==> src/rtl/fire_ctrl_salvo.sv <==
// Salvo fire controller: qualifies a locked, moving target inside a per-axis strike window,
// then issues round-robin one-cycle fire pulses. Optional dwell gating: FIRE_CTRL_DWELL_EN.
module fire_ctrl_salvo #(
    parameter int W               = 16,
    parameter int NUM_LAUNCHERS   = 4,
    parameter int STRIKE_TOLERANCE = 3,
    parameter int DWELL_CYCLES    = 4,
    parameter int SALVO_LEN       = 2,
    parameter int SALVO_GAP       = 3,
    parameter int COOLDOWN_CYCLES = 16
) (
    input  logic                     clk,
    input  logic                     reset,
    input  logic                     lock_active,
    input  logic                     target_moving,
    input  logic [W-1:0]             x_curr,
    input  logic [W-1:0]             y_curr,
    input  logic [W-1:0]             z_curr,
    input  logic [W-1:0]             x_pred,
    input  logic [W-1:0]             y_pred,
    input  logic [W-1:0]             z_pred,
    input  logic [NUM_LAUNCHERS-1:0] launcher_ready,
    output logic [NUM_LAUNCHERS-1:0] fire_pulse,
    output logic                     salvo_done,
    output logic                     salvo_abort,
    output logic                     busy,
    output logic [15:0]              shots_fired,
    output logic [2:0]               state_dbg
);

    localparam int PW = (NUM_LAUNCHERS > 1) ? $clog2(NUM_LAUNCHERS) : 1;
    localparam int GW = $clog2(SALVO_GAP + 1);
    localparam int CW = $clog2(COOLDOWN_CYCLES + 1);
    localparam logic [W-1:0]  TOL        = W'(STRIKE_TOLERANCE);
    localparam logic [GW-1:0] GAP_MAX    = GW'(SALVO_GAP);
    localparam logic [CW-1:0] COOL_LAST  = CW'(COOLDOWN_CYCLES - 1);
    localparam logic [3:0]    SALVO_LAST = 4'(SALVO_LEN);
    localparam logic [PW-1:0] PTR_LAST   = PW'(NUM_LAUNCHERS - 1);

    typedef enum logic [2:0] {
        S_IDLE     = 3'd0,
        S_DWELL    = 3'd1,
        S_GAP      = 3'd2,
        S_COOLDOWN = 3'd3,
        S_REARM    = 3'd4
    } state_t;

    state_t                   state, state_n;
    logic [NUM_LAUNCHERS-1:0] fire_n;
    logic                     done_n, abort_n, busy_n;
    logic [15:0]              shots_n;
    logic [3:0]               shot_cnt, shot_n, shot_base, shot_inc;
    logic [GW-1:0]            gap_cnt, gap_n;
    logic [CW-1:0]            cool_cnt, cool_n;
    logic [PW-1:0]            rr_ptr, rr_n, sel;
    logic [PW:0]              idx;
    logic [NUM_LAUNCHERS-1:0] sel_onehot;
    logic                     found, any_ready, in_window, qualify, do_fire;
    logic [W-1:0]             dx, dy, dz;

`ifdef FIRE_CTRL_DWELL_EN
    localparam int DW = $clog2(DWELL_CYCLES + 1);
    localparam logic [DW-1:0] DWELL_MAX = DW'(DWELL_CYCLES);
    logic [DW-1:0] dwell_cnt, dwell_n, dwell_sat;
`endif

    // Valid/ready contract: a pulse on fire_pulse[i] is issued only while launcher_ready[i]
    // is sampled high on the same edge; launchers never back-pressure an issued pulse.

    function automatic logic [W-1:0] abs_diff(input logic [W-1:0] a, input logic [W-1:0] b);
        return (a >= b) ? (a - b) : (b - a);
    endfunction

    assign dx        = abs_diff(x_curr, x_pred);
    assign dy        = abs_diff(y_curr, y_pred);
    assign dz        = abs_diff(z_curr, z_pred);
    assign in_window = (dx <= TOL) && (dy <= TOL) && (dz <= TOL);
    assign qualify   = lock_active && target_moving && in_window;
    assign any_ready = |launcher_ready;
    assign state_dbg = state;

    // Circular first-set search starting at rr_ptr.
    always_comb begin
        sel        = '0;
        found      = 1'b0;
        idx        = '0;
        sel_onehot = '0;
        for (int i = 0; i < NUM_LAUNCHERS; i++) begin
            idx = {1'b0, rr_ptr} + (PW+1)'(i);
            if (idx >= (PW+1)'(NUM_LAUNCHERS))
                idx = idx - (PW+1)'(NUM_LAUNCHERS);
            if (!found && launcher_ready[idx[PW-1:0]]) begin
                found = 1'b1;
                sel   = idx[PW-1:0];
            end
        end
        sel_onehot[sel] = 1'b1;
    end

    always_comb begin
        state_n   = state;
        fire_n    = '0;
        done_n    = 1'b0;
        abort_n   = 1'b0;
        shots_n   = shots_fired;
        shot_n    = shot_cnt;
        gap_n     = gap_cnt;
        cool_n    = cool_cnt;
        rr_n      = rr_ptr;
        do_fire   = 1'b0;
        shot_base = ((state == S_IDLE) || (state == S_DWELL)) ? 4'd0 : shot_cnt;
        shot_inc  = shot_base + 4'd1;
`ifdef FIRE_CTRL_DWELL_EN
        dwell_n   = dwell_cnt;
        dwell_sat = (dwell_cnt == DWELL_MAX) ? dwell_cnt : dwell_cnt + 1'b1;
`endif
        case (state)
            S_IDLE: begin
                shot_n = '0;
`ifdef FIRE_CTRL_DWELL_EN
                if (qualify) begin
                    if (DWELL_CYCLES == 1 && any_ready) begin
                        do_fire = 1'b1;
                    end else begin
                        state_n = S_DWELL;
                        dwell_n = DW'(1);
                    end
                end
`else
                if (qualify && any_ready)
                    do_fire = 1'b1;
`endif
            end
`ifdef FIRE_CTRL_DWELL_EN
            S_DWELL: begin
                if (!qualify) begin
                    state_n = S_IDLE;
                    dwell_n = '0;
                end else begin
                    dwell_n = dwell_sat;
                    if (dwell_sat == DWELL_MAX && any_ready)
                        do_fire = 1'b1;
                end
            end
`endif
            S_GAP: begin
                // Lock loss takes priority over a shot that is due on the same edge.
                if (!lock_active) begin
                    abort_n = 1'b1;
                    state_n = S_COOLDOWN;
                    cool_n  = '0;
                end else if (gap_cnt != GAP_MAX) begin
                    gap_n = gap_cnt + 1'b1;
                end else if (any_ready) begin
                    do_fire = 1'b1;
                end
            end
            S_COOLDOWN: begin
                if (cool_cnt == COOL_LAST)
                    state_n = S_REARM;
                else
                    cool_n = cool_cnt + 1'b1;
            end
            S_REARM: begin
                if (!in_window || !lock_active)
                    state_n = S_IDLE;
            end
            default: state_n = S_IDLE;
        endcase

        if (do_fire) begin
            fire_n  = sel_onehot;
            rr_n    = (sel == PTR_LAST) ? '0 : sel + 1'b1;
            shots_n = (shots_fired == 16'hFFFF) ? shots_fired : shots_fired + 16'd1;
            shot_n  = shot_inc;
            gap_n   = '0;
`ifdef FIRE_CTRL_DWELL_EN
            dwell_n = '0;
`endif
            if (shot_inc < SALVO_LAST) begin
                state_n = S_GAP;
            end else begin
                done_n  = 1'b1;
                state_n = S_COOLDOWN;
                cool_n  = '0;
            end
        end

        busy_n = (state_n == S_GAP) || (state_n == S_COOLDOWN) || (state_n == S_REARM);
    end

    always_ff @(posedge clk or posedge reset) begin
        if (reset) begin
            state       <= S_IDLE;
            fire_pulse  <= '0;
            salvo_done  <= 1'b0;
            salvo_abort <= 1'b0;
            busy        <= 1'b0;
            shots_fired <= '0;
            shot_cnt    <= '0;
            gap_cnt     <= '0;
            cool_cnt    <= '0;
            rr_ptr      <= '0;
`ifdef FIRE_CTRL_DWELL_EN
            dwell_cnt   <= '0;
`endif
        end else begin
            state       <= state_n;
            fire_pulse  <= fire_n;
            salvo_done  <= done_n;
            salvo_abort <= abort_n;
            busy        <= busy_n;
            shots_fired <= shots_n;
            shot_cnt    <= shot_n;
            gap_cnt     <= gap_n;
            cool_cnt    <= cool_n;
            rr_ptr      <= rr_n;
`ifdef FIRE_CTRL_DWELL_EN
            dwell_cnt   <= dwell_n;
`endif
        end
    end

endmodule

==> config.mk <==
export PLATFORM = sky130hd
export DESIGN_NAME = fire_ctrl_salvo
export DESIGN_NICKNAME = d
export VERILOG_FILES = /design/src/rtl/fire_ctrl_salvo.sv
export SDC_FILE = /design/constraint.sdc
export NUM_CORES = 1
export LEC_CHECK = 0
export BUFFER_PORTS_ARGS = -buffer_cell sky130_fd_sc_hd__buf_2
export CAP_MARGIN = 10
export CORE_MARGIN = 10
export CORE_UTILIZATION = 50
export CTS_CLUSTER_SIZE = 20
export DETAILED_ROUTE_END_ITERATION = 6
export PLACE_DENSITY_LB_ADDON = 0.12
export SLEW_MARGIN = 25
export SYNTH_ARGS = -nofsm -noshare
export SYNTH_HDL_FRONTEND = slang
export SYNTH_SLANG_ARGS = --single-unit
==> constraint.sdc <==
create_clock -name clk -period 2.55 [get_ports clk]
set_input_delay 0.51 -clock clk [delete_from_list [all_inputs] [get_ports clk]]
set_output_delay 0.51 -clock clk [all_outputs]
set_load 0.03 [all_outputs]
# Word level (Yosys, flattened, before mapping)
# Cells that the tools add are included.
# word_totals
reg_bits	39
latchBits	0
mem_bits_rw	0
mem_bits_ro	0
inputBits	104
out_inout_bits	26
word_cells	136
mem_count	0
# classes
n_addsub	18
multipliers	0
n_div	0
order_cmp	17
n_eq_ne	11
shift	0
mux	53
n_bitwise	1
n_reduce_logical	26
# ops
op	count
$sub A16 B16 Y16	6
$ge A16 B16 Y1	3
$le A16 B2 Y1 const B	3
$mux W16	3
$mux W2	13
$mux W5	4
$mux W1	17
$add A16 B1 Y16 const B	1
$eq A16 B16 Y1 const B	1
$mux W4	4
$lt A2 B3 Y1 const B	5
$eq A3 B2 Y1 const B	4
$mux W3	4
$pmux W3 S4	1
$pmux W5 S2	1
$ge A3 B3 Y1 const B	3
$logic_and A1 B1 Y1	9
$bmux W1 S2	4
$reduce_bool A2 Y1	4
$sub A2 B1 Y2 const B	4
$add A2 B2 Y3 const B	2
$eq A3 B3 Y1 const B	2
$add A5 B1 Y5 const B	1
$eq A5 B4 Y1 const B	1
other kinds (18)	26

# Logic depth before layout (Yosys ltp)
# Gate-level depths: netlist of run 1.
# depth
word_depth	19
mapped_depth	18
mapped_depth_nobuf	16

# Least setup slack after synthesis of run 1
# Ideal clock, no wire load.
# synth_timing
kind	in2reg
start	in y_curr[0]
end	reg shots_fired[1]
setup_ns	0.127
t_arrival_ns	3.886
t_required_ns	2.423
slack_ns	-1.464
cell_stages	17
n_path_buf	1
path_cell_list	inv_1 > ha_1 > inv_1 > fa_1 > a21oi_1 > o211ai_2 > a2111oi_0 > o21bai_1 > buf_2 > o32ai_1 > xor2_1 > and4_1 > nand4_1 > nor4_2 > a31o_4 > and2_2 > mux2_1
# synth_between
elab_chain_len	10
word_cells_on_any_way	12
classes_between	2 x add/sub; 2 x order compare; 3 x mux; 5 x reduce/logical
# synth_lines
element	line	source
start, declared	17	input logic [W-1:0] y_curr,
$sub A16 B16 Y16 / $ge A16 B16 Y1 (equally long branches)	71	return (a >= b) ? (a - b) : (b - a);
$mux W16 (*)	71	
$le A16 B2 Y1 (*)	77	assign in_window = (dx <= TOL) && (dy <= TOL) && (dz <= TOL);
$logic_and A1 B1 Y1 (*) (2 in series)	77	
$logic_and A1 B1 Y1 (*)	78	assign qualify = lock_active && target_moving && in_window;
$logic_and A1 B1 Y1 (*)	130	if (qualify && any_ready)
$mux W1 (*)	130	
$pmux W1 S2 (*)	117	case (state)
$reduce_and A2 Y1 (no line) (*)	n/a	
end signal, assigned	213	shots_fired <= shots_n;
end, declared	27	output logic [15:0] shots_fired,
# Mark *: on every way between the ends. The rest lies on a longest branch, timed or not.
# A chain may end at the register's enable or synchronous reset.

# Worst setup path in the final report of run 1
# layout_timing
start	in z_curr[1]
end	reg shots_fired[1]
# layout_between
elab_chain_len	9
word_cells_on_any_way	11
classes_between	2 x add/sub; 2 x order compare; 3 x mux; 4 x reduce/logical
# layout_lines
element	line	source
start, declared	18	input logic [W-1:0] z_curr,
$sub A16 B16 Y16 / $ge A16 B16 Y1 (equally long branches)	71	
$mux W16 (*)	71	
$le A16 B2 Y1 (*)	77	
$logic_and A1 B1 Y1 (*)	77	
$logic_and A1 B1 Y1 (*)	78	
$logic_and A1 B1 Y1 (*)	130	
$mux W1 (*)	130	
$pmux W1 S2 (*)	117	
$reduce_and A2 Y1 (no line) (*)	n/a	
# Marked as above.

==> results.ini, run 1 <==
[setup_path]
crit_required_ps = 2710
cp.arrival_ps = 4150
path_max_fanout = 5
critPathSlowestCell = or4_4
slowest_delay_ps = 560
ff2ff_path_depth = 6
crit_chain = buf_2, buf_4, fa_2, a211oi_2, o211ai_1, buf_4, o2111a_1, nor3_2, o211ai_1, a31oi_1, o2111ai_2, or4_4, nor4_4, a31o_4, and2_4, mux2_4
regToRegEndpoint = shots_fired[1]
timing.rr.start = state_dbg[2]
setup.worst_path.class = in -> reg
r2r_setup_slack_ps = 450
cp-start-kind = primary input
critPathCaptureType = flip-flop

[sta]
slew_headroom = 0.641
clock_skew_ps = 3.73
rsz0062_at_grt = true
fin_crit_sh = 1.56
hold_viol = 0
hold-worst-slack_ps = 348
slew_violations = 0
setup_viol = 38
fin_setup_tns_ps = -50570
final.min_clock_period_ps = 3990
worstMarginPinSlew_ps = 534
post-route-worst-setup-slack_ps = -1440
fmaxAchievable_mhz = 251

[synthesis]
async_reset_ff_frac = 1.00
synth_common_cells = inv_1, ha_1, a21oi_1, nor2_1, nand2_1
synthCells = 953
synth_most_common_cell = inv_1
yosys-top-cells-area = ha_1, dfrtp_1, inv_1, a21oi_1, xnor2_1
synth-seq-cells = 39
synth.distinct_cells = 80
yosysTopAreaCell = ha_1
syn_area_per_cell_um2 = 7.50
synthDominantCellAreaShare = 0.177
synth_warnings = 0
yosysSeqAreaShare = 0.137
syn-num-nets = 1164
synth_edf_count = 0
synth_top_flop_cell = dfrtp_1
synth_area_um2 = 7140

[finish]
fin_util = 0.775
syn_to_final_growth_pct = 51.1
finalNonFillerCells = 1540
fin_nets = 1568
drive_above_1_share = 0.401

[grt]
first_global_vias = 8477
grt_pass1_wl_um = 38800
grt.total_usage = 0.226
grt_start_max_net_pins = 40
grt_antenna_before_repair = 2
grt_remaining_overflow = 0

[run_status]
violations = negative setup slack
outcome = finished, violations left

[worst_hold_path]
hp-class = in -> async

[detailed_routing]
vias = 8515
ant_nets = 0
drt_iter0_drc = 652
wl_um = 23700
vias_per_cell = 5.53
first_pass_iters = 5
drc = 0
wl_per_cell_um = 15.4

[power_and_ir_drop]
p_leak_nw = 5.76
powerDensity_nw_per_um2 = 312
seq_power_share = 0.185
sw_frac_of_total = 0.380
p_comb_frac = 0.617
p_int_w = 0.00209
switching_power_w = 0.00128
power_w = 0.00337
peakVddDrop_mv = 0.244
power.share.clock = 0.198

[placed_design]
place.detailed.instances = 1507
io_buffers = 129
detailedPlacementHpwl_um = 18700
gp_congestion = 0.973

[floorplan]
io-pin-count = 130
dieHeight_um = 140
core_um2 = 13900
initial_core_util = 0.513
fp.dieW_um = 140
fp-row-count = 43
die_area_um2 = 19500

[cts]
cts_tree = built
clk_latency_ps = 280
h-tree-depth = 2
cts_buffer_depth = 2
cts_buffers = 5
cts_hold_buf = 0
clk_pin_slew_worst_paths_ps = 60
clock_tree.root_cell = clkbuf_16
cts_sinks = 39

[flow_run]
drv_cap = 0

==> stage by stage <==
stage | instance area [um^2] | setup WS [ps]
after floorplan | 7320 | -1210
after global placement | 10100 | -1720
after detailed placement | 10100 | -1780
after CTS | 10500 | -1330
after global routing | 10800 | -1590
final | 10800 | -1440
==> worst max path at each step <==
stage | start | end | slack, ps | cells past startpoint
3_3_place_gp | x_curr[0] | shots_fired[1] | -1720 | 17
5_1_grt | y_curr[9] | shots_fired[1] | -1590 | 16
2_1_floorplan | z_curr[0] | shots_fired[1] | -1210 | 17
3_5_place_dp | x_curr[0] | shots_fired[1] | -1780 | 17
6_report | z_curr[1] | shots_fired[1] | -1440 | 16
4_1_cts | y_curr[0] | shots_fired[1] | -1330 | 18
==> critical path: cells and delay by family <==
family,cells,cell delay (ps)
buf+inv,3,420
mux,1,290
compound gates,7,1310
simple gates,4,1230
fa+ha+maj,1,400
==> state kept, by name, summed over array words and instances, names as in the netlist <==
name,flops
busy,1
fire_pulse,4
rr_ptr,2
salvo_done,1
cool_cnt,5
gap_cnt,2
salvo_abort,1
shots_fired,16
shot_cnt,4
state_dbg,3
==> logic make-up (layout without fill, tap and decap cells) <==
| family | Yosys count | count (layout) | share of synthesized area |
|---|---|---|---|
| and+or+nand+nor | 272 | 272 | 0.198 |
| AOI/OAI and AO/OA | 298 | 299 | 0.281 |
| xor gates and xnor gates | 54 | 54 | 0.0662 |
| muxes | 21 | 21 | 0.0310 |
| buffers and inverters | 162 | 566 | 0.0937 |
| other | 0 | 2 | 0 |
| DFF | 39 | 39 | 0.137 |
| adders and majority gates | 107 | 107 | 0.194 |
==> metal layers <==
metal | track usage | vias to the layer above | share of wire
met4 | 0.0446 | 0 | 0.017
met3 | 0.0286 | 48 | 0.050
li1 | - | 4203 | -
met1 | 0.291 | 3982 | 0.45
met5 | 0 | - | 0
met2 | 0.394 | 282 | 0.48
==> power groups by stage <==
stage | registers (W) | logic (W) | clock network (W)
final | 0.000623 | 0.00208 | 0.000668
after global routing | 0.000624 | 0.00228 | 0.000691
after CTS | 0.000623 | 0.00197 | 0.000665
after detailed placement | 0.000634 | 0.00190 | 0
after global placement | 0.000634 | 0.00187 | 0
after floorplan | 0.000634 | 0.00106 | 0
==> timing repair <==
action	4_1_cts	5_1_grt
gates cloned	1	0
buffers inserted	17	7
pin swaps	24	33
gates resized for setup	30	52
endpoints found under the setup margin	38	38
==> final cells by class <==
class / instances / area, um^2
fillers: 1062 / 3140
multi-input cells: 753 / 5930
flip-flops and latches: 39 / 976
clock inverters: 1 / 7.51
well taps: 180 / 225
clock buffers: 7 / 153
repair buffers: 435 / 3020
diodes: 2 / 5.00
inverters: 123 / 477
==> cells in the final DEF, fill, tap and decap left out, drive strengths merged, types with 7 or more instances in the layout <==
cell type,count
nand2,52
buf,435
nor2b,13
a21oi,89
clkbuf,7
nand4,25
nand2b,11
nand3,31
xor2,21
xnor2,33
mux2i,15
o21bai,8
o31ai,8
dfrtp,39
or3,8
o21a,14
a21o,31
a211oi,7
nor3,26
o21ai,46
and2,17
ha,101
o211ai,14
inv,123
nor2,58
a221oi,7
and3,10
a31oi,21
Note: power is estimated with default switching activity, not from simulation.
==> run 2, diff against run 1 <==
RECOVER_POWER = 50   (was not set)
TNS_END_PERCENT = 5   (was not set)
==> run 2 against run 1 <==
The run still ends with negative setup slack left. Via count shrank 1.1%. Final cell count shrank 1.4%. Clock-buffer cell count shrank 2. Routed wire length shrank 0.13%. Critical path depth grew 1. First-iteration DRC count grew 11%. Combinational power shrank 2%. Register-to-register slack is essentially flat. Die area is the same. Hold slack gained 150 ps. Highest routed layer unchanged.
==> results.ini, run 2 (synthesis gave the netlist of run 1 again) <==
[sta]
setup_viol = 38  ; unchanged
clock_skew_ps = 4.69  ; +0.960 ps
slew_violations = 0  ; unchanged
fmaxAchievable_mhz = 254  ; +1.1%
final.min_clock_period_ps = 3940  ; -44.1 ps
hold_viol = 0  ; unchanged
rsz0062_at_grt = true
hold-worst-slack_ps = 498  ; +150 ps
slew_headroom = 0.359  ; -0.281
post-route-worst-setup-slack_ps = -1390  ; +44.1 ps
fin_crit_sh = 1.55  ; -0.0173
worstMarginPinSlew_ps = 961  ; +427 ps

[run_status]
outcome = finished, violations left
violations = negative setup slack

[cts]
cts_buffers = 5  ; unchanged
cts_hold_buf = 0  ; unchanged
cts_buffer_depth = 2  ; unchanged
h-tree-depth = 2  ; unchanged
clk_latency_ps = 290  ; about the same
clock_tree.root_cell = clkbuf_16
clk_pin_slew_worst_paths_ps = 60  ; about the same
cts_tree = built
cts_sinks = 39  ; unchanged

[placed_design]
detailedPlacementHpwl_um = 19000  ; +1.6%
io_buffers = 129  ; unchanged
place_ws_ps = -1790  ; -7.72 ps
gp_congestion = 0.948  ; -2.6%
placed_area_um2 = 9960  ; -1.5%

[floorplan]
fp.dieW_um = 140  ; unchanged
dieHeight_um = 140  ; unchanged
core_um2 = 13900  ; unchanged
io-pin-count = 130  ; unchanged
die_area_um2 = 19500  ; unchanged
fp-row-count = 43  ; unchanged
initial_core_util = 0.513  ; unchanged

[finish]
syn_to_final_growth_pct = 47.7
fill_cells = 1114  ; +4.9%
drive_above_1_share = 0.383  ; -0.0179
fin_nets = 1548  ; -1.3%
final_common_cell = buf_4
regMostFlops = shots_fired
layout_common_cells = buf_4, buf_2, inv_1, ha_1, a21oi_1
largest_reg_flops = 16  ; unchanged
final_area_um2 = 10600  ; -2.2%
reg_top3 = shots_fired (16), cool_cnt (5)

[grt]
grt_remaining_overflow = 0  ; unchanged
grt.total_usage = 0.226  ; +0.000447
grt_pass1_wl_um = 38800  ; -0.16%
grt_start_max_net_pins = 40  ; unchanged
first_global_vias = 8483  ; +0.071%
grt_antenna_before_repair = 1  ; -1

[detailed_routing]
drc = 0  ; unchanged
wl_per_cell_um = 15.6  ; +1.3%
vias = 8418  ; -1.1%
first_pass_iters = 5  ; unchanged
vias_per_cell = 5.54  ; +0.23%
wl_um = 23700  ; -0.13%
ant_nets = 0  ; unchanged
drt_iter0_drc = 721  ; +11%

[flow_run]
drv_cap = 0  ; unchanged

[setup_path]
timing.rr.start = state_dbg[0]
critPathCaptureType = flip-flop
regToRegEndpoint = shots_fired[11]
path_max_fanout = 7  ; +2
ff2ff_path_depth = 7  ; +1
cp.arrival_ps = 4130  ; -20 ps
r2r_setup_slack_ps = 460  ; about the same
cp-start-kind = primary input
crit_required_ps = 2740  ; +30 ps
setup.worst_path.class = in -> reg

[power_and_ir_drop]
powerDensity_nw_per_um2 = 319  ; +2.2%
peakVddDrop_mv = 0.224  ; -8.3%
p_leak_nw = 5.66  ; -1.8%
power.share.clock = 0.212  ; +0.014
p_comb_frac = 0.603  ; -0.014
seq_power_share = 0.185  ; about the same
sw_frac_of_total = 0.378  ; -0.00197
p_int_w = 0.00210  ; +0.25%
switching_power_w = 0.00127  ; -0.58%

[worst_hold_path]
hold_depth = 1
holdPathEnd = shots_fired[12]
hold_start = shots_fired[12]
hp-class = reg -> reg

-- run 2: layer usage --
layer / track usage / vias up / wire length, um / share of wire
met5: 0 / - / 0 / 0
met4: 0.0565 / 0 / 470 / 0.020
met3: 0.0330 / 48 / 1430 / 0.060
met2: 0.382 / 305 / 11300 / 0.48
met1: 0.295 / 3899 / 10400 / 0.44
li1: - / 4166 / - / -
-- run 2: area by class of cell --
class	count	area [um^2]	share of cell area
Clock inverter	3	43.8	0.00415
Multi-Input combinational cell	753	5870	0.556
Inverter	123	477	0.0452
Timing Repair Buffer	415	2840	0.269
Antenna cell	1	2.50	0.000237
Sequential cell	39	976	0.0925
Tap cell	180	225	0.0213
Clock buffer	5	125	0.0119
-- run 2: worst max-delay path by stage --
stage                    from              end
finish              y_curr[7]  shots_fired[11]
global route        z_curr[0]  shots_fired[10]
CTS                 y_curr[0]   shots_fired[1]
detailed placement  y_curr[0]  shots_fired[11]
global placement    x_curr[0]   shots_fired[1]
floorplan           z_curr[0]   shots_fired[1]
-- run 2: worst max-delay path, stage by stage --
cell	delay (ps)
buf_2	90
inv_1	40
ha_1	390
a21oi_1	320
nand3_1	120
o31ai_1	230
buf_4	160
xor2_1	150
nand4_1	200
o32ai_4	170
o2111ai_2	180
or4_4	570
nor4_4	290
a31o_4	210
buf_6	150
nand4_1	130
xnor2_1	230
-- run 2: power by group through the flow --
| stage | logic [W] | clock network, W | registers (W) |
|---|---|---|---|
| finish | 0.00203 | 0.000716 | 0.000624 |
| CTS | 0.00196 | 0.000714 | 0.000624 |
| detailed placement | 0.00189 | 0 | 0.000634 |
| global placement | 0.00186 | 0 | 0.000634 |
| floorplan | 0.00106 | 0 | 0.000634 |
| global route | 0.00222 | 0.000745 | 0.000624 |
-- run 2: timing repair --
action	4_1_cts	5_1_grt
gates cloned	1	0
setup endpoints to repair	38	38
setup buffers	6	8
endpoints found under the hold margin	0	0
pin swaps	21	31
gates resized for setup	29	46
-- run 2: metrics by stage --
stage               utilization  TNS, ps  instances  total power [W]
global placement          0.715   -59620       1495          0.00249
floorplan                     -   -39780        953          0.00169
finish                    0.757   -48430       1519          0.00337
CTS                       0.740   -45000       1510          0.00330
global route              0.757   -53510       1519          0.00359
detailed placement        0.715   -62290       1495          0.00252
